### config.mk
export PLATFORM = sky130hd
export DESIGN_NAME = elevator_request_scheduler
export DESIGN_NICKNAME = d
export VERILOG_FILES = /design/src/rtl/elevator_request_scheduler.sv
export SDC_FILE = /design/constraint.sdc
export NUM_CORES = 1
export LEC_CHECK = 0
export CORE_MARGIN = 10
export CORE_UTILIZATION = 60
export CTS_CLUSTER_SIZE = 20
export DETAILED_ROUTE_END_ITERATION = 8
export GPL_TIMING_DRIVEN = 0
export PLACE_DENSITY = 0.84
export SLEW_MARGIN = 20
export SYNTH_ARGS = -nofsm -noshare
export SYNTH_HDL_FRONTEND = slang
export SYNTH_SLANG_ARGS = --single-unit
### constraint.sdc
create_clock -name clk -period 3.85 [get_ports clk]
set_clock_uncertainty 0.15 [all_clocks]
set_input_delay 0.5775 -clock clk [delete_from_list [all_inputs] [get_ports clk]]
set_output_delay 0.5775 -clock clk [all_outputs]
set_load 0.1 [all_outputs]
### src/rtl/elevator_request_scheduler.sv
// SCAN request scheduler for the elevator state machine.
// Latches call buttons, picks targets, times the door dwell.
module elevator_request_scheduler #(
    parameter int          NUM_FLOORS  = 10,
    parameter int          FLOOR_W     = 4,
    parameter logic [31:0] DWELL_COUNT = 32'd20000000
) (
    input  logic                  clk,
    input  logic                  rst,
    input  logic [NUM_FLOORS-1:0] call_btn,
    input  logic [FLOOR_W-1:0]    current_floor,
    input  logic                  car_idle,
    output logic [FLOOR_W-1:0]    requested_floor,
    output logic [NUM_FLOORS-1:0] pending,
    output logic                  door_open,
    output logic                  dir_up
);

    typedef enum logic [1:0] {
        S_WAIT,
        S_SELECT,
        S_TRAVEL,
        S_DWELL
    } state_t;

    state_t state;

    logic [NUM_FLOORS-1:0] sync1, sync2, sync3;
    logic [NUM_FLOORS-1:0] req, cur_oh, clr, set_v;
    logic                  cur_ok, serve, req_cur;
    logic [FLOOR_W-1:0]    lo_ge, lo_gt, hi_le, hi_lt;
    logic                  f_lo_ge, f_lo_gt, f_hi_le, f_hi_lt;
    logic [FLOOR_W-1:0]    sel_tgt;
    logic                  sel_ok;
    logic [31:0]           cnt;

    // Synchronize buttons and keep the previous sample for edge detection
    always_ff @(posedge clk or posedge rst) begin
        if (rst) begin
            sync1 <= '0;
            sync2 <= '0;
            sync3 <= '0;
        end else begin
            sync1 <= call_btn;
            sync2 <= sync1;
            sync3 <= sync2;
        end
    end

    assign req = sync2 & ~sync3;

    // Nearest pending floors on either side of the car
    always_comb begin
        cur_oh  = '0;
        lo_ge   = '0;
        lo_gt   = '0;
        hi_le   = '0;
        hi_lt   = '0;
        f_lo_ge = 1'b0;
        f_lo_gt = 1'b0;
        f_hi_le = 1'b0;
        f_hi_lt = 1'b0;
        for (int i = NUM_FLOORS - 1; i >= 0; i--) begin
            cur_oh[i] = (current_floor == FLOOR_W'(i));
            if (pending[i] && FLOOR_W'(i) >= current_floor) begin
                lo_ge   = FLOOR_W'(i);
                f_lo_ge = 1'b1;
            end
            if (pending[i] && FLOOR_W'(i) > current_floor) begin
                lo_gt   = FLOOR_W'(i);
                f_lo_gt = 1'b1;
            end
        end
        for (int i = 0; i < NUM_FLOORS; i++) begin
            if (pending[i] && FLOOR_W'(i) <= current_floor) begin
                hi_le   = FLOOR_W'(i);
                f_hi_le = 1'b1;
            end
            if (pending[i] && FLOOR_W'(i) < current_floor) begin
                hi_lt   = FLOOR_W'(i);
                f_hi_lt = 1'b1;
            end
        end
    end

    // SCAN choice plus stop/request bookkeeping
    always_comb begin
        sel_tgt = requested_floor;
        sel_ok  = 1'b0;
        if (dir_up) begin
            if (f_lo_ge) begin
                sel_tgt = lo_ge;
                sel_ok  = 1'b1;
            end else if (f_hi_lt) begin
                sel_tgt = hi_lt;
                sel_ok  = 1'b1;
            end
        end else begin
            if (f_hi_le) begin
                sel_tgt = hi_le;
                sel_ok  = 1'b1;
            end else if (f_lo_gt) begin
                sel_tgt = lo_gt;
                sel_ok  = 1'b1;
            end
        end
        cur_ok  = |cur_oh;
        serve   = (state == S_TRAVEL) && car_idle && cur_ok
                  && (current_floor == requested_floor);
        req_cur = |(req & cur_oh);
        clr     = serve ? cur_oh : '0;
        set_v   = req & ~clr
                  & ((state == S_DWELL) ? ~cur_oh : {NUM_FLOORS{1'b1}});
    end

    // Pending set: new requests in, served floor out
    always_ff @(posedge clk or posedge rst) begin
        if (rst) begin
            pending <= '0;
        end else begin
            pending <= (pending | set_v) & ~clr;
        end
    end

    // Scheduler FSM with registered target, direction, door and dwell timer
    always_ff @(posedge clk or posedge rst) begin
        if (rst) begin
            state           <= S_WAIT;
            requested_floor <= '0;
            dir_up          <= 1'b1;
            door_open       <= 1'b0;
            cnt             <= '0;
        end else begin
            unique case (state)
                S_WAIT: begin
                    requested_floor <= current_floor;
                    if (|pending) state <= S_SELECT;
                end
                S_SELECT: begin
                    if (sel_ok) begin
                        requested_floor <= sel_tgt;
                        if (sel_tgt > current_floor) dir_up <= 1'b1;
                        else if (sel_tgt < current_floor) dir_up <= 1'b0;
                    end
                    state <= S_TRAVEL;
                end
                S_TRAVEL: begin
                    if (serve) begin
                        door_open <= 1'b1;
                        cnt       <= '0;
                        state     <= S_DWELL;
                    end else if (cur_ok) begin
                        if (dir_up && f_lo_gt && lo_gt < requested_floor)
                            requested_floor <= lo_gt;
                        else if (!dir_up && f_hi_lt
                                 && hi_lt > requested_floor)
                            requested_floor <= hi_lt;
                    end
                end
                S_DWELL: begin
                    if (req_cur) begin
                        cnt <= '0;
                    end else if (cnt == DWELL_COUNT - 32'd1) begin
                        door_open <= 1'b0;
                        state     <= (|pending) ? S_SELECT : S_WAIT;
                    end else begin
                        cnt <= cnt + 32'd1;
                    end
                end
                default: state <= S_WAIT;
            endcase
        end
    end

endmodule

==> results of run 1 <==
## registers in the layout (all words and copies together) (netlist names)
name             count
cnt                 32
dir_up               1
door_open            1
pending             10
requested_floor      4
state                2
sync1               10
sync2               10
sync3               10
## where the power goes
group          internal [mW]  switching [mW]  total [mW]
Sequential             0.916          0.0862        1.00
Clock                  0.313           0.332       0.645
Combinational          0.533           0.966        1.50
## cells in the final DEF (no fill, tap or decap), types with 8 or more instances in the layout
cell type and count:
sky130_fd_sc_hd__a21oi_1 48, sky130_fd_sc_hd__a31oi_1 14, sky130_fd_sc_hd__and2_1 8, sky130_fd_sc_hd__and3_1 8, sky130_fd_sc_hd__buf_2 8, sky130_fd_sc_hd__buf_4 18
sky130_fd_sc_hd__clkbuf_1 10, sky130_fd_sc_hd__clkbuf_8 9, sky130_fd_sc_hd__clkdlybuf4s50_1 28, sky130_fd_sc_hd__dfrtp_1 75, sky130_fd_sc_hd__ha_1 17, sky130_fd_sc_hd__inv_1 31
sky130_fd_sc_hd__nand2_1 51, sky130_fd_sc_hd__nand2b_1 9, sky130_fd_sc_hd__nand3_1 15, sky130_fd_sc_hd__nand4_1 9, sky130_fd_sc_hd__nor2_1 52, sky130_fd_sc_hd__nor3_1 17
sky130_fd_sc_hd__nor4_1 8, sky130_fd_sc_hd__o211ai_1 8, sky130_fd_sc_hd__o21ai_0 38, sky130_fd_sc_hd__o22ai_1 8, sky130_fd_sc_hd__or3_1 19, sky130_fd_sc_hd__xnor2_1 19
## timing repair
item	CTS	global route
gates resized for setup	24	21
pin swaps	7	8
setup endpoints to repair	4	4
setup buffers	11	6
## final timing paths
check | from | end | slack [ps]
min reg2reg | sync1[4] | sync2[4] | 200
max | pending[6] | requested_floor[0] | 170
max reg2reg | pending[6] | requested_floor[0] | 170
min | sync1[4] | sync2[4] | 200
max in group asynchronous | rst | pending[5] | 2560
min in group asynchronous | rst | cnt[5] | 420
## cell type report
class                      count  share of cell area [%]
inverter                      33                    2.05
multi-input combinational    465                    49.0
tap                          108                    2.19
clock buffer                   9                    2.01
sequential                    80                    32.6
timing repair buffer          49                    7.36
buffer                        31                    3.49
clock inverter                 7                    1.38
## worst register-to-register path: stages, from the launching register on
cell and delay [ps]:
sky130_fd_sc_hd__dfrtp_2 440, sky130_fd_sc_hd__clkbuf_1 260, sky130_fd_sc_hd__or2_2 390, sky130_fd_sc_hd__a32oi_1 230, sky130_fd_sc_hd__a21oi_2 90, sky130_fd_sc_hd__ha_1 320, sky130_fd_sc_hd__nor2b_1 140, sky130_fd_sc_hd__o21a_1 200
sky130_fd_sc_hd__o21ai_2 120, sky130_fd_sc_hd__o2111ai_2 170, sky130_fd_sc_hd__a41oi_4 280, sky130_fd_sc_hd__buf_6 140, sky130_fd_sc_hd__o2111ai_4 190, sky130_fd_sc_hd__and2_1 240, sky130_fd_sc_hd__a311oi_1 230
## per-layer routing
metal  global-route usage [%]  vias up  routed length (um)
met5                        0        -                   0
met4                     14.5        0                 793
met3                     5.72       82                1720
met2                     41.6      364                7930
met1                     30.0     2486                6030
li1                         -     2346                   -
## per-stage QoR
stage / cells / util (%) / area [um^2] / TNS [ps] / hold WS (ps)
6_report: 782 / 71.4 / 6170 / 0 / 202
5_1_grt: 782 / 71.4 / 6170 / -4.32 / 208
4_1_cts: 778 / 70.8 / 6120 / 0 / 205
3_5_place_dp: 751 / 66.6 / 5760 / -4330 / 185
3_3_place_gp: 750 / 66.3 / 5730 / -5210 / 182
2_1_floorplan: 611 / - / 5280 / 0 / 181
## kinds of logic (layout without fill, tap and decap cells)
group | count (synthesis) | after routing
DFF | 80 | 80
and+or+nand+nor | 239 | 239
muxes | 4 | 4
AOI/OAI and AO/OA | 184 | 184
adders and majority gates | 18 | 18
xor gates and xnor gates | 20 | 20
buffers and inverters | 66 | 129
==> summary.log, run 1 <==
qor: cts.htree_levels 3
qor: grt.pin_count_of_the_biggest_net_entering_global_routing 51
qor: grt.grt-ovfl-total 0
qor: grt.gr-usage-all-layers 25.4%
qor: timing.post-route-period-util 95.7%
qor: power.cellPowerDensity 510 nW/um^2
qor: layout.finish.net_count 703
qor: cts.clk_pin_slew_worst_paths 90 ps
qor: layout.fillers 664
qor: layout.register_area 2010 um^2
qor: drt.drt_drc_violations_left 0
qor: cts.cts-hold-fix-buffers 0
qor: timing.number_of_setup_violations_in_the_final_report 0
qor: drt.number_of_routed_nets_with_antenna_violations 0
qor: setup_path.cp_num_buf_inv 2
qor: setup_path.cp_slowest_stage_delay 440 ps
qor: synth.yosys_most_used_dff sky130_fd_sc_hd__dfrtp_1
qor: timing.timing.final.max_slew_violations 0
qor: floorplanning.initial_utilization 61.1%
qor: synth.synth_common_cells sky130_fd_sc_hd__dfrtp_1, sky130_fd_sc_hd__nor2_1, sky130_fd_sc_hd__nand2_1
qor: job.drv.max_cap_violation_count 0
qor: synth.post_synth_mux_area_share 0.830%
qor: setup_path.path_cells clkbuf_1, or2_2, a32oi_1, a21oi_2, ha_1, nor2b_1, o21a_1, o21ai_2, o2111ai_2, a41oi_4, buf_6, o2111ai_4, and2_1, a311oi_1
qor: synth.synth_compound_area_share 24.1%
qor: power.max-vdd-ir-drop 0.336 mV
qor: setup_path.timing.critical_path.from_type flip-flop
qor: setup_path.timing.reg2reg.worst_path_depth 14
qor: synth.post_synth_num_cell_types 86
qor: drt.detail_route.vias_per_cell 6.75
qor: timing.maxSlewHeadroom 32.0%
qor: cts.cts-buffers-inserted 9
qor: min_path.holdPathStages 0
qor: setup_path.arrival 3790 ps
qor: cts.cts.sinks 80
qor: timing.final_ws_setup 167 ps
qor: synth.postSynthCellCount 611
qor: setup_path.worstPathMaxFanout 10
qor: synth.post-synth-top-area-cell sky130_fd_sc_hd__dfrtp_1
qor: drt.routed-via-count 5278
qor: synth.combinational_family_with_the_most_area_after_synthesis compound AO/OA/AOI/OAI gates
qor: layout.final_layout_size_suffix_gt1_share 15.4%
qor: synth.synth-seq-cells 80
qor: timing.final_hold_violation_count 0
qor: min_path.worstHoldPathType reg -> reg
qor: power.total_power 3.15 mW
qor: layout.area_growth_syn_to_layout 16.9%
qor: layout.antenna_cells_inserted 0
qor: synth.yosysSeqAreaShare 38.0%
qor: synth.synth_simple_gate_area_share 23.7%
qor: setup_path.cpLargestDelayFamily compound AO/OA/AOI/OAI gates
qor: layout.multiInputGateArea 3020 um^2
qor: synth.synth_enable_flop_cells 0
qor: synth.asyncSetResetFlopFracSynth 100%
qor: floorplanning.rows 34
qor: drt.drt-initial-drc-count 480
qor: floorplanning.fp.dieArea 12900 um^2
qor: synth.synth_top_cell_area_share 37.5%
qor: timing.final_period_minus_worst_setup_slack 3680 ps
qor: setup_path.crit_slowest_cell sky130_fd_sc_hd__dfrtp_2
qor: outcome.outcome finished clean
qor: grt.via_count_of_the_first_global_routing_pass 5247
qor: floorplanning.core 8640 um^2
qor: drt.drt_pass1_iterations 6
qor: place.number_of_buffers_added_on_ports 31
qor: synth.post_synthesis_net_count 645
qor: place.detailed_place_hpwl 11700 um
qor: setup_path.timing.critical_path.required 3960 ps
qor: grt.grt_antenna_before_repair 0
qor: synth.synth_top_area_cells sky130_fd_sc_hd__dfrtp_1, sky130_fd_sc_hd__a21oi_1, sky130_fd_sc_hd__ha_1, sky130_fd_sc_hd__nor2_1, sky130_fd_sc_hd__o21ai_0
qor: setup_path.worstSetupEndpointType flip-flop
qor: cts.cts_tree built
qor: place.post-place-ws -1180 ps
qor: synth.yosys.area_share.adder 4.22%
qor: synth.synth.most_common_cell sky130_fd_sc_hd__dfrtp_1
qor: setup_path.worstSetupPathDepth 14
qor: grt.grt_first_pass_wirelength 26600 um
qor: power.cellLeakagePower 2.52 nW
qor: floorplanning.chipHeight 114 um
qor: floorplanning.die_width 114 um
qor: setup_path.setup.worst_path.class reg -> reg
qor: cts.root_buffer sky130_fd_sc_hd__clkbuf_8
qor: floorplanning.ios 33
qor: timing.tightest_pin_transition 1020 ps
qor: place.place_congestion 1.01
qor: synth.synth-warning-count 0
qor: drt.post_drt_wl_per_cell 21.1 um
qor: synth.synthesis.area_per_instance 8.63 um^2
qor: synth.synthXorXnorAreaFrac 3.32%
qor: drt.finalWirelength 16500 um
qor: timing.timing.fmax 272 MHz
qor: synth.synthesis.area 5280 um^2
qor: cts.worstSkewPairLatency 360 ps
qor: cts.cts-root-to-sink-buffers 2
Note: power is estimated with default switching activity, not from simulation.
==> inputs of run 2 (changes only) <==
--- a/config.mk
+++ b/config.mk
@@ -5,8 +5,10 @@
 export SDC_FILE = /design/constraint.sdc
 export NUM_CORES = 1
 export LEC_CHECK = 0
+export CELL_PAD_IN_SITES_DETAIL_PLACEMENT = 0
+export CELL_PAD_IN_SITES_GLOBAL_PLACEMENT = 1
 export CORE_MARGIN = 10
-export CORE_UTILIZATION = 60
+export CORE_UTILIZATION = 46
 export CTS_CLUSTER_SIZE = 20
 export DETAILED_ROUTE_END_ITERATION = 8
 export GPL_TIMING_DRIVEN = 0
==> run 2 against run 1 <==
Register-to-register slack better by 20 ps. Final cell count rose by 4.2%. Via count fell by 3.3%. Maximum frequency is 2.1% lower. Die area rose by 25%. Setup slack lost 78 ps. Worst hold slack worse by 6.1 ps. Routed wire length about the same. Sequential power is essentially flat. Largest cell class unchanged.
==> summary.log, run 2 (synthesis results as in run 1) <==
qor: drt.post_drt_wl_per_cell 20.2 um [-4.1%]
qor: place.post_dp_cell_area 5800 um^2 [+0.76%]
qor: cts.cts-buffers-inserted 9 [unchanged]
qor: min_path.holdPathStages 0 [unchanged]
qor: layout.finish.net_count 701 [-0.28%]
qor: layout.registers.top_by_ff_count cnt
qor: floorplanning.rows 39 [+15%]
qor: timing.post-route-period-util 97.7% [+2.0 points]
qor: place.number_of_buffers_added_on_ports 31 [unchanged]
qor: cts.cts.sinks 80 [unchanged]
qor: floorplanning.core 11300 um^2 [+31%]
qor: layout.area_growth_syn_to_layout 19.3%
qor: grt.global_route.usage.met2 34.0% [-7.6 points]
qor: power.cellLeakagePower 2.55 nW [+1.2%]
qor: layout.antenna_cells_inserted 0 [unchanged]
qor: drt.drt_drc_violations_left 0 [unchanged]
qor: layout.final_layout_size_suffix_gt1_share 15.3% [-0.10 points]
qor: setup_path.critical_r2r_launch pending[5]
qor: power.power_switching 1.37 mW [-1.3%]
qor: drt.number_of_routed_nets_with_antenna_violations 0 [unchanged]
qor: timing.number_of_setup_violations_in_the_final_report 0 [unchanged]
qor: cts.cts_tree built
qor: power.switching_share 42.0% [-2.0 points]
qor: timing.timing.fmax 266 MHz [-2.1%]
qor: setup_path.timing.critical_path.from_type input port
qor: min_path.worstHoldPathType reg -> reg
qor: cts.worstSkewPairLatency 340 ps [-20 ps]
qor: drt.routed-via-count 5103 [-3.3%]
qor: timing.final_hold_violation_count 0 [unchanged]
qor: layout.fillers 1083 [+63%]
qor: timing.timing.setup.tns 0 ps [unchanged]
qor: power.p_seq_share 30.7% [-1.2 points]
qor: power.internal_power 1.89 mW [+7.3%]
qor: timing.tightest_pin_transition 981 ps [-35.0 ps]
qor: grt.via_count_of_the_first_global_routing_pass 5221 [-0.50%]
qor: outcome.outcome finished clean
qor: drt.detail_route.vias_per_cell 6.26 [-7.2%]
qor: place.detailed_place_hpwl 12000 um [+2.6%]
qor: min_path.worstHoldStart sync1[6]
qor: grt.use_met3 4.14% [-1.6 points]
qor: cts.cts-root-to-sink-buffers 2 [unchanged]
qor: floorplanning.initial_utilization 46.6% [-14 points]
qor: layout.final_cell_area 6290 um^2 [+2.0%]
qor: layout.highest_count_cells_in_the_layout_ignoring_fill_and_taps sky130_fd_sc_hd__dfrtp_1, sky130_fd_sc_hd__nor2_1, sky130_fd_sc_hd__nand2_1
qor: setup_path.worstSetupEndpointType flip-flop
qor: min_path.min_to sync2[6]
qor: floorplanning.die_width 127 um [+12%]
qor: setup_path.timing.reg2reg.worst_path_depth 14 [unchanged]
qor: place.place_congestion 0.980 [-2.6%]
qor: drt.drt_pass1_iterations 5 [-1]
qor: timing.final_period_minus_worst_setup_slack 3760 ps [+78.0 ps]
qor: setup_path.reg2reg_slack 190 ps [+20 ps]
qor: grt.gr-usage-all-layers 20.4% [-5.0 points]
qor: power.relative_contribution_of_combinational_cells_to_total_power 44.1% [-3.5 points]
qor: setup_path.timing.critical_path.required 3910 ps [-50 ps]
qor: timing.timing.final.max_slew_violations 0 [unchanged]
qor: power.cellPowerDensity 517 nW/um^2 [+1.5%]
qor: timing.maxSlewHeadroom 34.4% [+2.3 points]
qor: grt.gr-max-usage-layer met2
qor: grt.pin_count_of_the_biggest_net_entering_global_routing 58 [+14%]
qor: cts.root_buffer sky130_fd_sc_hd__clkbuf_16
qor: power.max-vdd-ir-drop 0.337 mV [+0.49%]
qor: drt.finalWirelength 16500 um [about the same]
qor: grt.grt-ovfl-total 0 [unchanged]
qor: layout.final_util 55.6% [-16 points]
qor: drt.drt-initial-drc-count 499 [+4.0%]
qor: layout.final_common_cell sky130_fd_sc_hd__dfrtp_1
qor: setup_path.arrival 3820 ps [+30 ps]
qor: layout.largest_reg_flops 32 [unchanged]
qor: power.power.clock.fraction 25.2% [+4.7 points]
qor: setup_path.critical_path.reg2reg.endpoint requested_floor[2]
qor: floorplanning.chipHeight 127 um [+12%]
qor: grt.grt_first_pass_wirelength 27100 um [+1.8%]
qor: floorplanning.fp.dieArea 16200 um^2 [+25%]
qor: floorplanning.ios 33 [unchanged]
qor: setup_path.setup.worst_path.class in -> reg
qor: grt.grt_antenna_before_repair 0 [unchanged]
qor: job.drv.max_cap_violation_count 0 [unchanged]
qor: grt.global_route_met1_utilization 24.5% [-5.5 points]
qor: setup_path.worstPathMaxFanout 10 [unchanged]
qor: cts.clk_pin_slew_worst_paths 70 ps [-20 ps]
qor: cts.htree_levels 3 [unchanged]
## run 2: cell types whose count changed in the layout (fill, tap and decap cells not counted), moves of 2 or more
cell,previous run,this run
sky130_fd_sc_hd__clkbuf_2,5,7
sky130_fd_sc_hd__clkbuf_8,9,1
sky130_fd_sc_hd__clkbuf_16,0,9
sky130_fd_sc_hd__buf_4,18,14
## run 2: worst max path at each step
stage,start,to,slack (ps),cells past startpoint
after floorplan,current_floor[1],requested_floor[2],40,17
after global placement,current_floor[0],requested_floor[2],-1190,17
after detailed placement,current_floor[0],requested_floor[2],-1200,17
after CTS,current_floor[1],requested_floor[2],1,15
after global routing,current_floor[0],requested_floor[2],-7,17
final,current_floor[0],requested_floor[2],90,17
## run 2: worst max-delay path, stage by stage
cell and delay (ps):
sky130_fd_sc_hd__buf_2 150, sky130_fd_sc_hd__buf_6 150, sky130_fd_sc_hd__buf_6 150, sky130_fd_sc_hd__buf_6 160, sky130_fd_sc_hd__nor3b_2 180, sky130_fd_sc_hd__o22ai_1 110, sky130_fd_sc_hd__a32oi_2 320, sky130_fd_sc_hd__a21oi_4 90
sky130_fd_sc_hd__ha_4 260, sky130_fd_sc_hd__nor2b_1 130, sky130_fd_sc_hd__o21a_1 180, sky130_fd_sc_hd__o21ai_2 130, sky130_fd_sc_hd__o2111ai_2 180, sky130_fd_sc_hd__a41oi_4 360, sky130_fd_sc_hd__mux2_4 350, sky130_fd_sc_hd__a221oi_2 210
sky130_fd_sc_hd__o31ai_1 110
## run 2: area by class of cell
| cell class | count | area (um^2) | share of cell area (%) |
|---|---|---|---|
| Multi-Input combinational cell | 465 | 3030 | 48.1 |
| Sequential cell | 80 | 2010 | 31.9 |
| Timing Repair Buffer | 45 | 424 | 6.74 |
| Buffer | 33 | 238 | 3.78 |
| Tap cell | 143 | 179 | 2.84 |
| Clock buffer | 10 | 239 | 3.80 |
| Inverter | 33 | 126 | 2.01 |
| Clock inverter | 6 | 50.0 | 0.795 |
## run 2: power groups by stage
stage | Combinational [mW] | Sequential, mW | Clock [mW]
floorplan | 0.778 | 1.19 | 0
global placement | 1.27 | 1.01 | 0
detailed placement | 1.31 | 1.02 | 0
CTS | 1.39 | 1.00 | 0.834
global route | 1.56 | 1.01 | 0.875
finish | 1.44 | 1.00 | 0.820
## run 2: timing repair
item | in CTS | in global routing
gates resized for setup | 25 | 25
buffers inserted | 11 | 2
setup endpoints to repair | 4 | 4
hold buffers | 0 | 0
pin swaps | 9 | 8
## run 2: through the flow
| step | hold WS (ps) | setup WS, ps | std cells | power (mW) |
|---|---|---|---|---|
| global route | 213 | -6.95 | 815 | 3.45 |
| detailed placement | 187 | -1200 | 786 | 2.33 |
| global placement | 181 | -1190 | 785 | 2.28 |
| floorplan | 181 | 37.3 | 611 | 1.97 |
| finish | 196 | 89.4 | 815 | 3.26 |
| CTS | 201 | 1.21 | 813 | 3.23 |
## run 2: per-layer routing
layer,vias up,wire [um],share of wire [%]
li1,2354,-,-
met1,2451,6900,42
met2,246,7940,48
met3,52,1080,6.6
met4,0,555,3.4
met5,-,0,0
